**src/rtl/vsru_chain_arbiter.sv**
```systemverilog
// Round-robin, packet-locked arbiter sharing one vector scalar reduce unit
// between MAX_CHAINS requester chains, with a tag pipeline routing results back.
module vsru_chain_arbiter #(
  parameter int N              = 8,
  parameter int DATA_WIDTH     = 32,
  parameter int MAX_CHAINS     = 4,
  parameter int REDUCE_LATENCY = 1,
  localparam int CHAIN_W       = $clog2(MAX_CHAINS)
) (
  input  logic                                           clk,
  input  logic                                           rst_n,
  input  logic                                           tracing,
  input  logic [MAX_CHAINS-1:0]                          req_valid,
  input  logic [MAX_CHAINS-1:0]                          req_eof,
  input  logic [MAX_CHAINS-1:0][N-1:0][DATA_WIDTH-1:0]   req_vector,
  output logic [MAX_CHAINS-1:0]                          req_ready,
  output logic                                           vsru_valid,
  output logic                                           vsru_eof,
  output logic [CHAIN_W-1:0]                             vsru_chain,
  output logic [N-1:0][DATA_WIDTH-1:0]                   vsru_vector,
  input  logic                                           vsru_valid_out,
  input  logic [N-1:0][DATA_WIDTH-1:0]                   vsru_vector_out,
  output logic [MAX_CHAINS-1:0]                          resp_valid,
  output logic                                           resp_eof,
  output logic [N-1:0][DATA_WIDTH-1:0]                   resp_vector,
  output logic                                           err,
  output logic                                           dbg_locked,
  output logic [CHAIN_W-1:0]                             dbg_owner,
  output logic [CHAIN_W-1:0]                             dbg_ptr
);

  // Handshake: a beat moves on chain i in any cycle where req_valid[i] and
  // req_ready[i] are both high; a waiting requester keeps valid and data stable.

  typedef enum logic {ST_IDLE, ST_LOCKED} state_t;

  state_t               state, state_n;
  logic [CHAIN_W-1:0]   owner, owner_n;
  logic [CHAIN_W-1:0]   ptr, ptr_n;
  logic [CHAIN_W-1:0]   grant_idx;
  logic                 found;
  logic                 xfer;

  logic [REDUCE_LATENCY-1:0]              tag_valid;
  logic [REDUCE_LATENCY-1:0]              tag_eof;
  logic [REDUCE_LATENCY-1:0][CHAIN_W-1:0] tag_chain;
  logic                                   resp_hit;

  function automatic logic [CHAIN_W-1:0] wrap_idx(input logic [CHAIN_W-1:0] base,
                                                  input int off);
    return CHAIN_W'((int'(base) + off) % MAX_CHAINS);
  endfunction

  always_ff @(posedge clk or negedge rst_n) begin
    if (!rst_n) begin
      state <= ST_IDLE;
      owner <= '0;
      ptr   <= '0;
    end else begin
      state <= state_n;
      owner <= owner_n;
      ptr   <= ptr_n;
    end
  end

  always_comb begin
    state_n = state;
    owner_n = owner;
    ptr_n   = ptr;
    if (xfer) begin
      if (req_eof[grant_idx]) begin
        state_n = ST_IDLE;
        ptr_n   = wrap_idx(grant_idx, 1);
      end else begin
        state_n = ST_LOCKED;
        owner_n = grant_idx;
      end
    end
  end

  // Grant: the locked owner is offered ready even when it has nothing to send.
  always_comb begin
    req_ready = '0;
    grant_idx = '0;
    found     = 1'b0;
    if (rst_n && tracing) begin
      if (state == ST_LOCKED) begin
        req_ready[owner] = 1'b1;
        grant_idx        = owner;
      end else begin
        for (int k = 0; k < MAX_CHAINS; k++) begin
          if (!found && req_valid[wrap_idx(ptr, k)]) begin
            found     = 1'b1;
            grant_idx = wrap_idx(ptr, k);
          end
        end
        req_ready[grant_idx] = found;
      end
    end
  end

  assign xfer = |(req_valid & req_ready);

  always_ff @(posedge clk or negedge rst_n) begin
    if (!rst_n) begin
      vsru_valid  <= 1'b0;
      vsru_eof    <= 1'b0;
      vsru_chain  <= '0;
      vsru_vector <= '0;
    end else begin
      vsru_valid <= xfer;
      if (xfer) begin
        vsru_eof    <= req_eof[grant_idx];
        vsru_chain  <= grant_idx;
        vsru_vector <= req_vector[grant_idx];
      end
    end
  end

  // One tag per reduce-unit pipeline stage; the tail lines up with vsru_valid_out.
  always_ff @(posedge clk or negedge rst_n) begin
    if (!rst_n) begin
      tag_valid <= '0;
      tag_eof   <= '0;
      tag_chain <= '0;
    end else begin
      tag_valid[0] <= vsru_valid;
      tag_eof[0]   <= vsru_eof;
      tag_chain[0] <= vsru_chain;
      for (int i = REDUCE_LATENCY - 1; i > 0; i--) begin
        tag_valid[i] <= tag_valid[i-1];
        tag_eof[i]   <= tag_eof[i-1];
        tag_chain[i] <= tag_chain[i-1];
      end
    end
  end

  assign resp_hit = vsru_valid_out & tag_valid[REDUCE_LATENCY-1];

  always_comb begin
    resp_valid = '0;
    if (resp_hit) resp_valid[tag_chain[REDUCE_LATENCY-1]] = 1'b1;
  end

  assign resp_eof    = tag_eof[REDUCE_LATENCY-1] & resp_hit;
  assign resp_vector = vsru_vector_out;

  always_ff @(posedge clk or negedge rst_n) begin
    if (!rst_n) begin
      err <= 1'b0;
    end else if (vsru_valid_out != tag_valid[REDUCE_LATENCY-1]) begin
      err <= 1'b1;
    end
  end

  assign dbg_locked = (state == ST_LOCKED);
  assign dbg_owner  = owner;
  assign dbg_ptr    = ptr;

endmodule
```
**config.mk**
```make
export PLATFORM = sky130hd
export DESIGN_NAME = vsru_chain_arbiter
export DESIGN_NICKNAME = d
export VERILOG_FILES = /design/src/rtl/vsru_chain_arbiter.sv
export SDC_FILE = /design/constraint.sdc
export NUM_CORES = 1
export LEC_CHECK = 0
export CAP_MARGIN = 20
export CORE_AREA = 10 10 694 696
export CTS_CLUSTER_DIAMETER = 100
export DETAILED_ROUTE_END_ITERATION = 6
export DIE_AREA = 0 0 704 706
export MAX_ROUTING_LAYER = met4
export PLACE_DENSITY_LB_ADDON = 0.25
export SYNTH_ARGS = -nofsm -noshare
export SYNTH_HDL_FRONTEND = slang
export SYNTH_SLANG_ARGS = --single-unit
```
**constraint.sdc**
```tcl
create_clock -name clk -period 8 [get_ports clk]
set_clock_uncertainty 0.15 [all_clocks]
set_input_delay 2.4 -clock clk [delete_from_list [all_inputs] [get_ports clk]]
set_output_delay 2.4 -clock clk [all_outputs]
set_load 0.01 [all_outputs]
```
Word level (Yosys, flattened, before mapping). Index checks and enable logic that the tools add are counted.

Input bits: 1292. Output and inout port bits: 531. Flip-flop bits (word level): 270. Logic and storage cells: 94.

Bitwise logic cells: 5. Mux-type cells: 42. $add $sub $neg: 4. $lt $le $gt $ge: 11. Equality and inequality tests: 1. Reductions and logical operators: 13.

Operator list (number): 256-bit binary-select mux with 2-bit select (1); 256-bit 2-to-1 mux (1); 2-bit by 3-bit less-than comparator with 1-bit output (second input constant) (8); 1-bit 2-to-1 mux (21); 2-bit 2-to-1 mux (8); 4-bit 2-to-1 mux (3); 1-bit binary-select mux with 2-bit select (5); 4-bit bitwise AND (2); 1-bit logical AND (7); 1-bit demux with 2-bit select (3); 2-bit by 1-bit >= comparator with 1-bit output (second input constant) (3); 2-bit by 1-bit adder with 2-bit output (second input constant) (2); 2-bit adder (second input constant) (2); 2-bit AND reduction (2); 4-bit OR reduction (1); 1-bit zero test (3); 1-bit bitwise AND (2); 1-bit != test (1); 1-bit NOT (1).

Longest topological paths before layout. Gate-level depths: netlist of the first run.

Depth after elaboration: 30. Gate-level depth with buffers: 10. Mapped depth without buffers: 6.

Worst setup path after synthesis of the first run. Ideal clock, no wire load.

Path type: input -> output. Start: input req_valid[1]. End: output req_ready[2]. Buffers on the path: 0. Required time: 5450 ps. Stages: 5. Data arrival time: 3618 ps. Setup slack: 1832 ps. Cells stage by stage: a21boi_1 -> o22a_1 -> a211o_1 -> or3_1 -> a21oi_1.

Cells in the longest elaborated chain, start to end: 27. Elaborated cells between the ends (all ways): 40. Classes of those cells: order compare (2); mux (30); bitwise (1); reduce/logical (7).

Ends and longest elaborated chain: start, declared (RTL line 13) `input logic [MAX_CHAINS-1:0] req_valid,`; 1-bit binary-select mux with 2-bit select (RTL line 92) `if (!found && req_valid[wrap_idx(ptr, k)]) begin`; 1-bit 2-to-1 mux (not written as such) (RTL line 92); 1-bit 2-to-1 mux (RTL line 92); 1-bit 2-to-1 mux (RTL line 87) `if (state == ST_LOCKED) begin`; 1-bit 2-to-1 mux (RTL line 86) `if (rst_n && tracing) begin`; 1-bit zero test (RTL line 92); 1-bit logical AND (RTL line 92); 1-bit 2-to-1 mux (RTL line 92); [11 not listed]; 2-bit 2-to-1 mux (RTL line 86); 2-bit by 3-bit less-than comparator with 1-bit output (not written as such) or 2-bit by 1-bit >= comparator with 1-bit output (tied branches) (RTL line 97) `req_ready[grant_idx] = found;`; 1-bit logical AND (not written as such) (RTL line 97); 1-bit 2-to-1 mux (not written as such) (RTL line 97); 1-bit demux with 2-bit select (RTL line 97); 4-bit bitwise AND (no line) (*); 4-bit 2-to-1 mux (*) (RTL line 87); 4-bit 2-to-1 mux (*) (RTL line 86); end, declared (RTL line 16) `output logic [MAX_CHAINS-1:0] req_ready,`.

Every way passes the cells marked *; elsewhere a longest branch is shown, timed or not. The select of a mux whose other input is x is not followed.

Worst setup path in the final report of the first run.
Start: input req_valid[0]. End: output req_ready[2].

Same word-level chain as after synthesis.

==> impl_metrics.tcl, run 1 <==
set metrics [dict create \
    slowest_delay_ns 0.63 \
    crit_type "input pin to primary output" \
    synth-seq-area-share 0.309 \
    synth_area_mm2 0.0219 \
    vias 18500 \
    multiInputGateArea_mm2 0.0119 \
    hold_class "flop to flop" \
    clock_sinks 270 \
    syn_avg_cell_area_um2 12.6 \
    initialDrtViolationCount 824 \
    synth.top_cells.by_area "mux2i_1 35%, dfrtp_1 31%, mux2_4 15%" \
    period_share 0.950 \
    layout_commonest_cell "clkdlybuf4s50_1" \
    pin_count 1823 \
    rsz0062_at_grt "no" \
    dieArea_mm2 0.497 \
    setup_viol 0 \
    grt_first_pass_wirelength_um 270000 \
    path_clk_slew_ns 0.05 \
    timing_worst_slew_pin_value_ns 1.11 \
    grt_overflow_total 0 \
    synth_top_area_cell "mux2i_1" \
    synthMuxAreaShare 0.524 \
    worstPathCellList "clkdlybuf4s50_1 -> nand2b_1 -> o22a_1 -> a211o_1 -> or3_1 -> a21oi_1 -> clkdlybuf4s50_1" \
    n_fill_cell 54000 \
    outcome "finished clean" \
    drv_slew 0 \
    via_per_inst 2.04 \
    yosys_warnings 0 \
    synthSimpleGateAreaFrac 0.00709 \
    io_buffers 1310 \
    root_buffer "clkbuf_16" \
    dp_hpwl_um 199000 \
    final_nets 4087 \
    slew_headroom 0.259 \
    netlist_instances 1741 \
    cp.arrival_ns 5.05 \
    std_cell_rows 251 \
    power_density_mw_per_mm2 273 \
    routabilityCongestion 0.822 \
    post_cts_buffers 0 \
    cp.required_ns 5.45 \
    final_cell_mix "1303 x clkdlybuf4s50_1, 769 x mux2i_1, 270 x dfrtp_1, 219 x mux2_4, 59 x buf_4" \
    die_h_um 706 \
    p_leak_nw 17.0 \
    synth_compound_area_frac 0.0126 \
    critical_path_buf_inv_count 2 \
    syn-num-nets 3034 \
    synth-xor-area-share 0 \
    wl_um 221000 \
    core_mm2 0.467 \
    wl_per_cell_um 24.4 \
    synthAdderAreaFrac 0.000572 \
    startpoint_type "input pin" \
    hold_viol_final 0 \
    grt_max_degree 106 \
    cts_max_level 2 \
    fmax_mhz 132 \
    netlist.area_leader.share 0.352 \
    power.total_mw 11.5 \
    crit_family "buffers and inverters" \
    synth-main-ff-cell "dfrtp_1" \
    start_util 0.0469 \
    insertion_delay_ns 0.72 \
    setup_tns_ns 0 \
    drv_cap 0 \
    grt_pass1_vias 20600 \
    ir_worst_vdd_mv 0.162 \
    postCtsHoldBufs 0 \
    area_growth_pct 91.4 \
    antenna_found_initial 54 \
    clk_path_buf_depth 3 \
    critPathMaxFanout 7 \
    drc 0 \
    regArea_mm2 0.00676 \
    synth-async-reset-ratio 1.00 \
    layout-drive-gt1-share 0.148 \
    grt_use_total 0.0872 \
    drtAntennaViolNets 0 \
    crit_top_cell "clkdlybuf4s50_1" \
    crit_slowest_cell "clkdlybuf4s50_1" \
    tritoncts "built" \
    fin_crit_ns 7.60 \
    yosysUniqueCellTypes 47 \
    cts_resized 0 \
    synth_edf_count 0 \
    synth_seq_cells 270 \
    drtPass1Iterations 4 \
    cts_inserted_buffers 46 \
    synth_top_family_by_area "multiplexers" \
    die_x_um 704 \
    end_kind "primary output" \
]
-- logic make-up after synthesis --
group                    Yosys count
adder cells (fa/ha/maj)            1
AO/OA/AOI/OAI                     34
AND/OR/NAND/NOR                   29
multiplexers                    1030
flip-flops                       270
buffers and inverters            377
-- per-layer routing --
metal / wire length (µm) / share of wire / vias up / global-route usage
li1: - / - / 8218 / -
met1: 87800 / 0.40 / 8932 / 0.0966
met2: 101000 / 0.46 / 1088 / 0.137
met3: 27400 / 0.12 / 252 / 0.0495
met4: 4500 / 0.020 / 0 / 0.0177
met5: 0 / 0 / - / -
-- worst register-to-register path, cell delays in order (launching register included) --
cell and delay [ns]:
dfrtp_1 0.57, mux2i_1 0.34, a211oi_2 0.17, a21oi_4 0.40
buf_12 0.30, buf_12 0.60, mux2i_1 0.63, mux2i_1 0.24
mux2_4 0.32
-- area by class of cell --
type | instances | share of cell area
Clock inverter | 26 | 0.00750
Multi-Input combinational cell | 1094 | 0.285
Clock buffer | 58 | 0.0295
Antenna cell | 23 | 0.00137
Timing Repair Buffer | 1377 | 0.330
Tap cell | 6198 | 0.185
Inverter | 5 | 0.000448
Sequential cell | 270 | 0.161
-- synth_stat cells (all sizes together), types with 2 or more instances --
library cell	instances
a21boi	2
nand2	8
nor2b	3
a21o	2
a21oi	6
a211oi	6
inv	5
a31o	3
nor2	7
dfrtp	270
buf	372
and3	2
a211o	2
a31oi	2
mux2i	769
mux2	261
-- path summary, 6_finish.rpt --
path | from | endpoint | slack, ns | depth (start not counted)
worst min-delay path | vsru_valid | tag_valid | 0.22 | 0
min in group asynchronous | rst_n | vsru_vector[147] | 1.76 | 2
worst min register to register | vsru_valid | tag_valid | 0.22 | 0
worst max-delay path | req_valid[0] | req_ready[2] | 0.40 | 7
max in group asynchronous | rst_n | vsru_vector[200] | 3.68 | 5
worst max register to register | dbg_ptr[1] | vsru_vector[196] | 4.15 | 8
-- sequential cells by signal, indices dropped and copies added (netlist names) --
signal	cells
dbg_owner	2
dbg_ptr	2
err	1
dbg_locked	1
vsru_valid	1
vsru_eof	1
tag_eof	1
tag_valid	1
vsru_vector	256
tag_chain	2
vsru_chain	2
-- power by group --
group          switching [mW]  internal (mW)  total [mW]
logic                    3.46           3.22        6.68
clock network           0.878           1.26        2.14
registers               0.563           2.07        2.63
-- stage by stage --
| stage | setup WS, ns | util | instance area [µm²] | std cells | hold WS (ns) |
|---|---|---|---|---|---|
| detailed placement | 0.427 | 0.0861 | 40200 | 8941 | 0.221 |
| global placement | 0.418 | 0.0860 | 40100 | 8938 | 0.220 |
| floorplan | 1.83 | - | 21900 | 1741 | 0.266 |
| finish | 0.397 | 0.0897 | 41900 | 9051 | 0.217 |
| global route | 0.315 | 0.0897 | 41800 | 9039 | 0.234 |
| CTS | 0.409 | 0.0894 | 41700 | 9025 | 0.221 |
(Power assumes the default switching activity.)
==> run 2, diff against run 1 <==
ABC_CLOCK_PERIOD_IN_PS = 8700   (was default)
clock period = 8.7 ns   (was 8 ns; I/O delays follow)
==> run 2 against run 1 <==
Via count up 0.87%. Highest routed layer unchanged. Register-to-register slack improved by 0.80 ns. Worst setup slack better by 0.34 ns. First-iteration DRC count increased by 0.73%. Hold slack improved by 0.014 ns. Largest power group unchanged. Global-route usage about the same. Critical endpoint unchanged.
==> impl_metrics.tcl, run 2 (synthesis results as in run 1) <==
set metrics [dict create \
    crit_family "buffers and inverters" \
    pin_count 1823 \
    cp.required_ns 5.94 \
    dp.cells 8940 \
    grt_use_total 0.0874 \
    die_h_um 706 \
    path_clk_slew_ns 0.06 \
    initialDrtViolationCount 830 \
    final_nets 4086 \
    setup_tns_ns 0 \
    startpoint_type "input pin" \
    largest_register_ffs 256 \
    post_cts_buffers 0 \
    drv_slew 0 \
    dpl_worst_slack_ns 0.713 \
    vias 18700 \
    slew_headroom 0.295 \
    hold_viol_final 0 \
    drtAntennaViolNets 0 \
    end_kind "primary output" \
    via_per_inst 2.06 \
    rr_worst_depth 9 \
    holdCritStartpoint "vsru_valid" \
    setup_viol 0 \
    worstPathCellList "clkdlybuf4s50_1 -> nand2b_1 -> o22a_1 -> a211o_1 -> or3_1 -> a21oi_1 -> clkdlybuf4s50_1" \
    n_fill_cell 54000 \
    wl_um 221000 \
    grt_overflow_total 0 \
    crit_top_cell "clkdlybuf4s50_1" \
    period_share 0.915 \
    whs_path_depth 0 \
    rsz0062_at_grt "no" \
    multiInputGateArea_mm2 0.0119 \
    regMostFlops "vsru_vector" \
    insertion_delay_ns 0.68 \
    critPathMaxFanout 7 \
    fin_crit_ns 7.96 \
    final_core_util 0.0898 \
    dieArea_mm2 0.497 \
    grt_max_degree 112 \
    power_density_mw_per_mm2 253 \
    ir_worst_vdd_mv 0.138 \
    final_cell_mix "1300 x clkdlybuf4s50_1, 769 x mux2i_1, 270 x dfrtp_1, 219 x mux2_4, 62 x buf_4" \
    power.total_mw 10.6 \
    fmax_mhz 126 \
    critical_path_buf_inv_count 2 \
    start_util 0.0469 \
    slowest_delay_ns 0.63 \
    layout-drive-gt1-share 0.150 \
    timing_worst_slew_pin_value_ns 1.06 \
    drtPass1Iterations 4 \
    placed_cell_area_mm2 0.0401 \
    clk_path_buf_depth 3 \
    setup_ws_ns 0.738 \
    r2r_start "dbg_ptr[1]" \
    layout_commonest_cell "clkdlybuf4s50_1" \
    hold_ws_ns 0.231 \
    core_mm2 0.467 \
    outcome "finished clean" \
    cts_max_level 2 \
    cts_resized 0 \
    regArea_mm2 0.00676 \
    die_x_um 704 \
    cp.arrival_ns 5.20 \
    hold_end "tag_valid" \
    grt_pass1_vias 20700 \
    wl_per_cell_um 24.5 \
    fin_area_mm2 0.0419 \
    std_cell_rows 251 \
    cts_inserted_buffers 47 \
    drc 0 \
    p_leak_nw 17.0 \
    crit_slowest_cell "clkdlybuf4s50_1" \
    crit_type "input pin to primary output" \
    antenna_found_initial 63 \
    layout.cells.non_filler 9049 \
    reg2reg_slack_ns 4.95 \
    drv_cap 0 \
    hold_class "flop to flop" \
    r2r_end "vsru_vector[234]" \
    io_buffers 1310 \
    tritoncts "built" \
    area_growth_pct 91.6 \
    root_buffer "clkbuf_16" \
    postCtsHoldBufs 0 \
    routabilityCongestion 0.817 \
    clock_sinks 270 \
    grt_first_pass_wirelength_um 270000 \
    dp_hpwl_um 199000 \
]
[run 2: report_power, final]
| part | total (mW) | switching (mW) | internal (mW) |
|---|---|---|---|
| combinational | 6.11 | 3.17 | 2.94 |
| clock | 2.08 | 0.802 | 1.27 |
| sequential | 2.40 | 0.505 | 1.90 |
| total | 10.6 | 4.47 | 6.11 |
[run 2: worst register-to-register path, stage by stage, from the launching register on]
cell and delay, ns:
dfrtp_1 0.58, mux2i_1 0.33, a211oi_2 0.16, a21oi_4 0.26, buf_12 0.27, buf_12 0.59, buf_4 0.64, mux2i_1 0.22
mux2i_1 0.14, mux2_4 0.29
[run 2: routing by layer]
layer | global-route usage | vias up | routed length, µm
li1 | - | 8231 | -
met1 | 0.0963 | 9061 | 87600
met2 | 0.137 | 1094 | 102000
met3 | 0.0508 | 265 | 27900
met4 | 0.0175 | 0 | 4380
met5 | - | - | 0
[run 2: area by class of cell]
| type | instances | area share |
|---|---|---|
| timing repair buffer | 1375 | 0.328 |
| sequential | 270 | 0.161 |
| clock inverter | 23 | 0.00758 |
| inverter | 5 | 0.000448 |
| antenna | 24 | 0.00143 |
| multi-input combinational | 1094 | 0.285 |
| clock buffer | 60 | 0.0316 |
| tap | 6198 | 0.185 |
[run 2: worst max path at each step]
stage,depth (start not counted),endpoint,slack [ns],from
2_1_floorplan,5,req_ready[2],2.11,req_valid[1]
5_1_grt,7,req_ready[2],0.63,req_valid[0]
6_report,7,req_ready[2],0.74,req_valid[0]
4_1_cts,7,req_ready[2],0.70,req_valid[0]
3_3_place_gp,7,req_ready[2],0.66,req_valid[1]
3_5_place_dp,7,req_ready[2],0.71,req_valid[0]
==> edit 1, RTL diff (settings of run 1) <==
Register the output `dbg_ptr` once more, with the module's reset; this adds one clock of latency there. The other outputs are not delayed to match.
--- a/src/rtl/vsru_chain_arbiter.sv
+++ b/src/rtl/vsru_chain_arbiter.sv
@@ -156,5 +156,11 @@
   assign dbg_locked = (state == ST_LOCKED);
   assign dbg_owner  = owner;
-  assign dbg_ptr    = ptr;
+  always_ff @(posedge clk or negedge rst_n) begin
+    if (!rst_n) begin
+      dbg_ptr <= '0;
+    end else begin
+      dbg_ptr <= ptr;
+    end
+  end
 
 endmodule
Check against the original RTL: not settled (the Yosys comparison gave no result); the edit may change what the design does.
==> edit 1 against run 1 <==
Critical path depth unchanged; area after synthesis up 0.23%; cell area grew 0.10%; clock power increased by 2%; largest cell class unchanged; routed wire length rose by 1.8%; setup slack gained 0.085 ns; sequential share of layout area grew 0.10 points; highest routed layer unchanged; total power grew 0.80%; sequential cell count up 2; synthesized cell count grew 0.11%; cell count shrank 0.11%.
==> edit 1: results (changes against run 1) <==
<table>
<tr><th>Metric</th><th>Value</th></tr>
<tr><th colspan="2">Power and ir drop</th></tr>
<tr><td>Reported leakage power</td><td>0.01700 uW (+0.16%)</td></tr>
<tr><td>Maximum VDD drop</td><td>0.1368 mV (-16%)</td></tr>
<tr><th colspan="2">GRT</th></tr>
<tr><td>Vias in the first global route</td><td>20,750 (+0.77%)</td></tr>
<tr><td>Largest net degree at the start of global routing</td><td>76 (-28%)</td></tr>
<tr><td>All-layer global routing usage</td><td>8.882% (+0.16 points)</td></tr>
<tr><td>Number of antenna violations at the first check in global routing</td><td>53 (-1.9%)</td></tr>
<tr><td>First-pass GRT wire length</td><td>274.3 mm (+1.6%)</td></tr>
<tr><th colspan="2">Synth</th></tr>
<tr><td>Sequential element share of the synthesized area</td><td>31.04% (+0.16 points)</td></tr>
<tr><td>Top cells by area, synth</td><td>mux2i_1 35%, dfrtp_1 31%, mux2_4 15%</td></tr>
<tr><td>Instance count of the mapped netlist</td><td>1,743 (+0.11%)</td></tr>
<tr><td>Most common library cells after synthesis</td><td>769 x mux2i_1, 272 x dfrtp_1, 259 x buf_4</td></tr>
<tr><th colspan="2">Outcome</th></tr>
<tr><td>Run status</td><td>completed</td></tr>
<tr><th colspan="2">CTS</th></tr>
<tr><td>Clock Latency Late Sink</td><td>0.69 ns (-0.03 ns)</td></tr>
<tr><td>CTS buffer count</td><td>48 (+4.3%)</td></tr>
<tr><td>H-Tree Depth</td><td>2 (unchanged)</td></tr>
<tr><th colspan="2">Placement</th></tr>
<tr><td>HPWL after detailed placement</td><td>202.8 mm (+1.8%)</td></tr>
<tr><td>Cell total after placement</td><td>8,942 (+0.011%)</td></tr>
<tr><td>RD Place Congestion</td><td>0.8120 (-1.3%)</td></tr>
<tr><th colspan="2">Detailed routing</th></tr>
<tr><td>Wirelength per Cell</td><td>24.88 um (+1.9%)</td></tr>
<tr><td>Starting DRC count in detailed routing</td><td>1,013 (+23%)</td></tr>
<tr><td>TritonRoute pass-1 iters</td><td>5 (+1)</td></tr>
<tr><td>Drt via density</td><td>2.069 (+1.3%)</td></tr>
<tr><th colspan="2">Timing</th></tr>
<tr><td>Relative max-transition margin</td><td>19.88% (-6.0 points)</td></tr>
<tr><th colspan="2">Final layout</th></tr>
<tr><td>Layout cell share with drive strength beyond 1</td><td>14.85% (+0.044 points)</td></tr>
<tr><td>Layout net count</td><td>4,089 (+0.049%)</td></tr>
<tr><td>Number of standard cells in the final layout excluding fillers</td><td>9,041 (-0.11%)</td></tr>
</table>
## edit 1: final cells by class
type                       count  area (sq um)  share of cell area (%)
timing repair buffer        1375         13760                   32.83
multi-input combinational   1094         11940                   28.48
tap                         6198          7755                   18.50
sequential                   272          6807                   16.24
clock buffer                  69          1421                   3.391
clock inverter                20         195.2                  0.4657
antenna                        8         20.02                 0.04776
inverter                       5         18.77                 0.04477
## edit 1: logic make-up after synthesis
kind of cell	count (synthesis)	synth area share, %
mux	1030	52.26
flops	272	31.04
compound gates	34	1.256
buf+inv	377	14.67
simple gates	29	0.7078
fa+ha+maj	1	0.05706
## edit 1: path summary, 6_finish.rpt
kind / depth (start not counted) / endpoint / slack (ns) / start
min in group asynchronous: 2 / vsru_vector[139]$_DFFE_PN0P_ / 1.68 / rst_n
hold reg to reg: 0 / tag_valid$_DFF_PN0_ / 0.27 / vsru_valid$_DFF_PN0_
hold / removal: 0 / tag_valid$_DFF_PN0_ / 0.27 / vsru_valid$_DFF_PN0_
setup / recovery: 7 / req_ready[2] / 0.48 / req_valid[0]
setup reg to reg: 8 / vsru_vector[231]$_DFFE_PN0P_ / 4.21 / ptr[1]$_DFFE_PN0P_
max in group asynchronous: 5 / vsru_vector[58]$_DFFE_PN0P_ / 3.54 / rst_n
## edit 1: metrics by stage
step	hold WS (ns)	instance area [sq um]	power, uW	utilization (%)
2_1_floorplan	0.2245	21920	5310	-
5_1_grt	0.2801	41910	12390	8.981
6_report	0.2724	41920	11540	8.982
3_3_place_gp	0.2943	40180	9752	8.609
4_1_cts	0.2867	41840	12150	8.966
3_5_place_dp	0.2938	40220	9749	8.619
## edit 1: per-layer routing
layer,vias to the layer above,global-route usage [%],share of wire (%)
met3,305,4.813,12
met2,1130,13.91,45
met5,-,-,0
met4,0,1.836,2.5
li1,8221,-,-
met1,9051,9.976,40
## edit 1: power by group
part	switching (uW)	internal, uW	total, uW
sequential	525	2080	2610
clock	889	1300	2190
combinational	3570	3180	6750
==> edit 2, RTL diff (flow settings as in run 1) <==
Made on the original files. `DATA_WIDTH`: 32 -> 28.
--- a/src/rtl/vsru_chain_arbiter.sv
+++ b/src/rtl/vsru_chain_arbiter.sv
@@ -3,5 +3,5 @@
 module vsru_chain_arbiter #(
   parameter int N              = 8,
-  parameter int DATA_WIDTH     = 32,
+  parameter int DATA_WIDTH     = 28,
   parameter int MAX_CHAINS     = 4,
   parameter int REDUCE_LATENCY = 1,
Ports: changed (resized req_vector, resp_vector, vsru_vector and vsru_vector_out); port bits go from 1823 to 1599. No check against the original RTL was run, so the function may have changed too.
==> edit 2 against run 1 <==
Cell area shrank 11%; critical endpoint unchanged; worst hold slack gained 0.020 ns; routed wire length shrank 19%; largest cell class unchanged; sequential cell count shrank 32; total power shrank 14%; area after synthesis shrank 14%; critical path depth is the same; setup slack gained 0.12 ns; count of clock-buffer cells in the layout shrank 3; utilization shrank 0.96 points; clock power shrank 9.8%; cell count shrank 4.1%.
==> edit 2: results (changes against run 1) <==
<table>
<tr><th>Metric</th><th>Value</th></tr>
<tr><th colspan="2">Placement</th></tr>
<tr><td>Area after detailed placement</td><td>35,990 sq um (-10%)</td></tr>
<tr><td>RD Place Congestion</td><td>0.8123 (-1.2%)</td></tr>
<tr><td>Placement Setup Slack</td><td>0.5333 ns (+0.1065 ns)</td></tr>
<tr><td>HPWL after detailed placement</td><td>159.7 mm (-20%)</td></tr>
<tr><td>Cell total after placement</td><td>8,596 (-3.9%)</td></tr>
<tr><th colspan="2">Synth</th></tr>
<tr><td>Post-Syn Area per Cell</td><td>12.24 sq um (-2.5%)</td></tr>
<tr><td>Nets in the synthesized netlist</td><td>2,667 (-12%)</td></tr>
<tr><td>Most common library cells after synthesis</td><td>673 x mux2i_1, 253 x buf_4, 238 x dfrtp_1</td></tr>
<tr><td>Top cells by area, synth</td><td>mux2i_1 36%, dfrtp_1 32%, mux2_4 11%</td></tr>
<tr><td>Count of distinct cell types in the synthesized netlist</td><td>48 (+2.1%)</td></tr>
<tr><th colspan="2">CTS</th></tr>
<tr><td>CTS buffer count</td><td>43 (-6.5%)</td></tr>
<tr><th colspan="2">Detailed routing</th></tr>
<tr><td>DR vias</td><td>16,095 (-13%)</td></tr>
<tr><td>Routed WL</td><td>179.9 mm (-19%)</td></tr>
<tr><td>Starting DRC count in detailed routing</td><td>648 (-21%)</td></tr>
<tr><th colspan="2">GRT</th></tr>
<tr><td>Number of antenna violations at the first check in global routing</td><td>21 (-61%)</td></tr>
<tr><td>Met2 Resource Use GR</td><td>12.04% (-1.6 points)</td></tr>
<tr><td>All-layer global routing usage</td><td>7.103% (-1.6 points)</td></tr>
<tr><td>Fraction of met3 tracks used by global routing</td><td>3.166% (-1.8 points)</td></tr>
<tr><td>Vias in the first global route</td><td>18,280 (-11%)</td></tr>
<tr><th colspan="2">Hold path</th></tr>
<tr><td>Hold Path Class</td><td>register to register</td></tr>
<tr><th colspan="2">Final layout</th></tr>
<tr><td>Layout cell share with drive strength beyond 1</td><td>14.09% (-0.72 points)</td></tr>
<tr><td>Number of flip-flops under the largest register name</td><td>224 (-13%)</td></tr>
<tr><td>Layout net count</td><td>3,577 (-12%)</td></tr>
<tr><td>Number of standard cells in the final layout excluding fillers</td><td>8,680 (-4.1%)</td></tr>
<tr><td>Number of filler instances in the final layout</td><td>54,312 (+0.63%)</td></tr>
<tr><th colspan="2">Power and ir drop</th></tr>
<tr><td>Net switching power</td><td>4172 uW (-15%)</td></tr>
<tr><td>Reported leakage power</td><td>0.01463 uW (-14%)</td></tr>
<tr><td>Maximum VDD drop</td><td>0.1371 mV (-16%)</td></tr>
<tr><th colspan="2">Timing</th></tr>
<tr><td>Relative max-transition margin</td><td>41.44% (+16 points)</td></tr>
<tr><th colspan="2">Outcome</th></tr>
<tr><td>Run status</td><td>completed</td></tr>
<tr><th colspan="2">Setup path</th></tr>
<tr><td>Arrival time at the worst endpoint</td><td>4.94 ns (-0.11 ns)</td></tr>
<tr><td>Max stage delay on crit path</td><td>0.61 ns (-0.02 ns)</td></tr>
</table>
## edit 2: kinds of logic after synthesis
kind of cell	count (synthesis)	share of synthesized area, %
AO/OA/AOI/OAI	34	1.472
adder cells (fa/ha/maj)	1	0.06660
buffers and inverters	331	13.52
flip-flops	238	31.71
multiplexers	902	52.37
AND/OR/NAND/NOR	28	0.8661
## edit 2: metal layers
| metal | routed length, um | part of all wire, % | up-vias |
|---|---|---|---|
| met1 | 69960 | 39 | 7896 |
| met3 | 17240 | 9.6 | 153 |
| met5 | 0 | 0 | - |
| met2 | 88850 | 49 | 874 |
| li1 | - | - | 7172 |
| met4 | 3890 | 2.2 | 0 |
## edit 2: area by class of cell
class                           count  area share [%]
Timing Repair Buffer             1191           31.96
Multi-Input combinational cell    965           27.58
Tap cell                         6198           20.73
Sequential cell                   238           15.92
Clock buffer                       55           3.130
Clock inverter                     16          0.5452
Antenna cell                       12         0.08027
Inverter                            5         0.05017
## edit 2: power groups by stage
stage | Combinational (uW) | Sequential [uW] | Clock (uW)
2_1_floorplan | 2070 | 2420 | 0
3_3_place_gp | 6030 | 2320 | 0
3_5_place_dp | 6020 | 2320 | 0
4_1_cts | 6050 | 2310 | 2080
5_1_grt | 6050 | 2390 | 2100
6_report | 5600 | 2290 | 1930
## edit 2: worst register-to-register path: cells and delay by family (launching register included)
family                 cells  cell delay [ns]
buffers and inverters      2             0.90
multiplexers               4             1.39
flip-flops                 1             0.55
AO/OA/AOI/OAI              2             0.72
## edit 2: final timing paths
path                       slack, ns              startpoint  depth (start not counted)                           end
hold / removal                  0.24    vsru_valid$_DFF_PN0_                          0           tag_valid$_DFF_PN0_
min in group asynchronous       2.01                   rst_n                          3  vsru_vector[149]$_DFFE_PN0P_
setup reg to reg                4.20  dbg_ptr[1]$_DFFE_PN0P_                          8  vsru_vector[171]$_DFFE_PN0P_
setup / recovery                0.51            req_valid[0]                          7                  req_ready[2]
hold reg to reg                 0.24    vsru_valid$_DFF_PN0_                          0           tag_valid$_DFF_PN0_
max in group asynchronous       3.76                   rst_n                          5   vsru_vector[54]$_DFFE_PN0P_
## edit 2: through the flow
stage | hold slack [ns] | util, % | total power, uW
2_1_floorplan | 0.2660 | - | 4491
3_3_place_gp | 0.2261 | 7.708 | 8348
3_5_place_dp | 0.2297 | 7.711 | 8334
4_1_cts | 0.2520 | 8.006 | 10440
5_1_grt | 0.2557 | 8.013 | 10540
6_report | 0.2374 | 8.016 | 9816
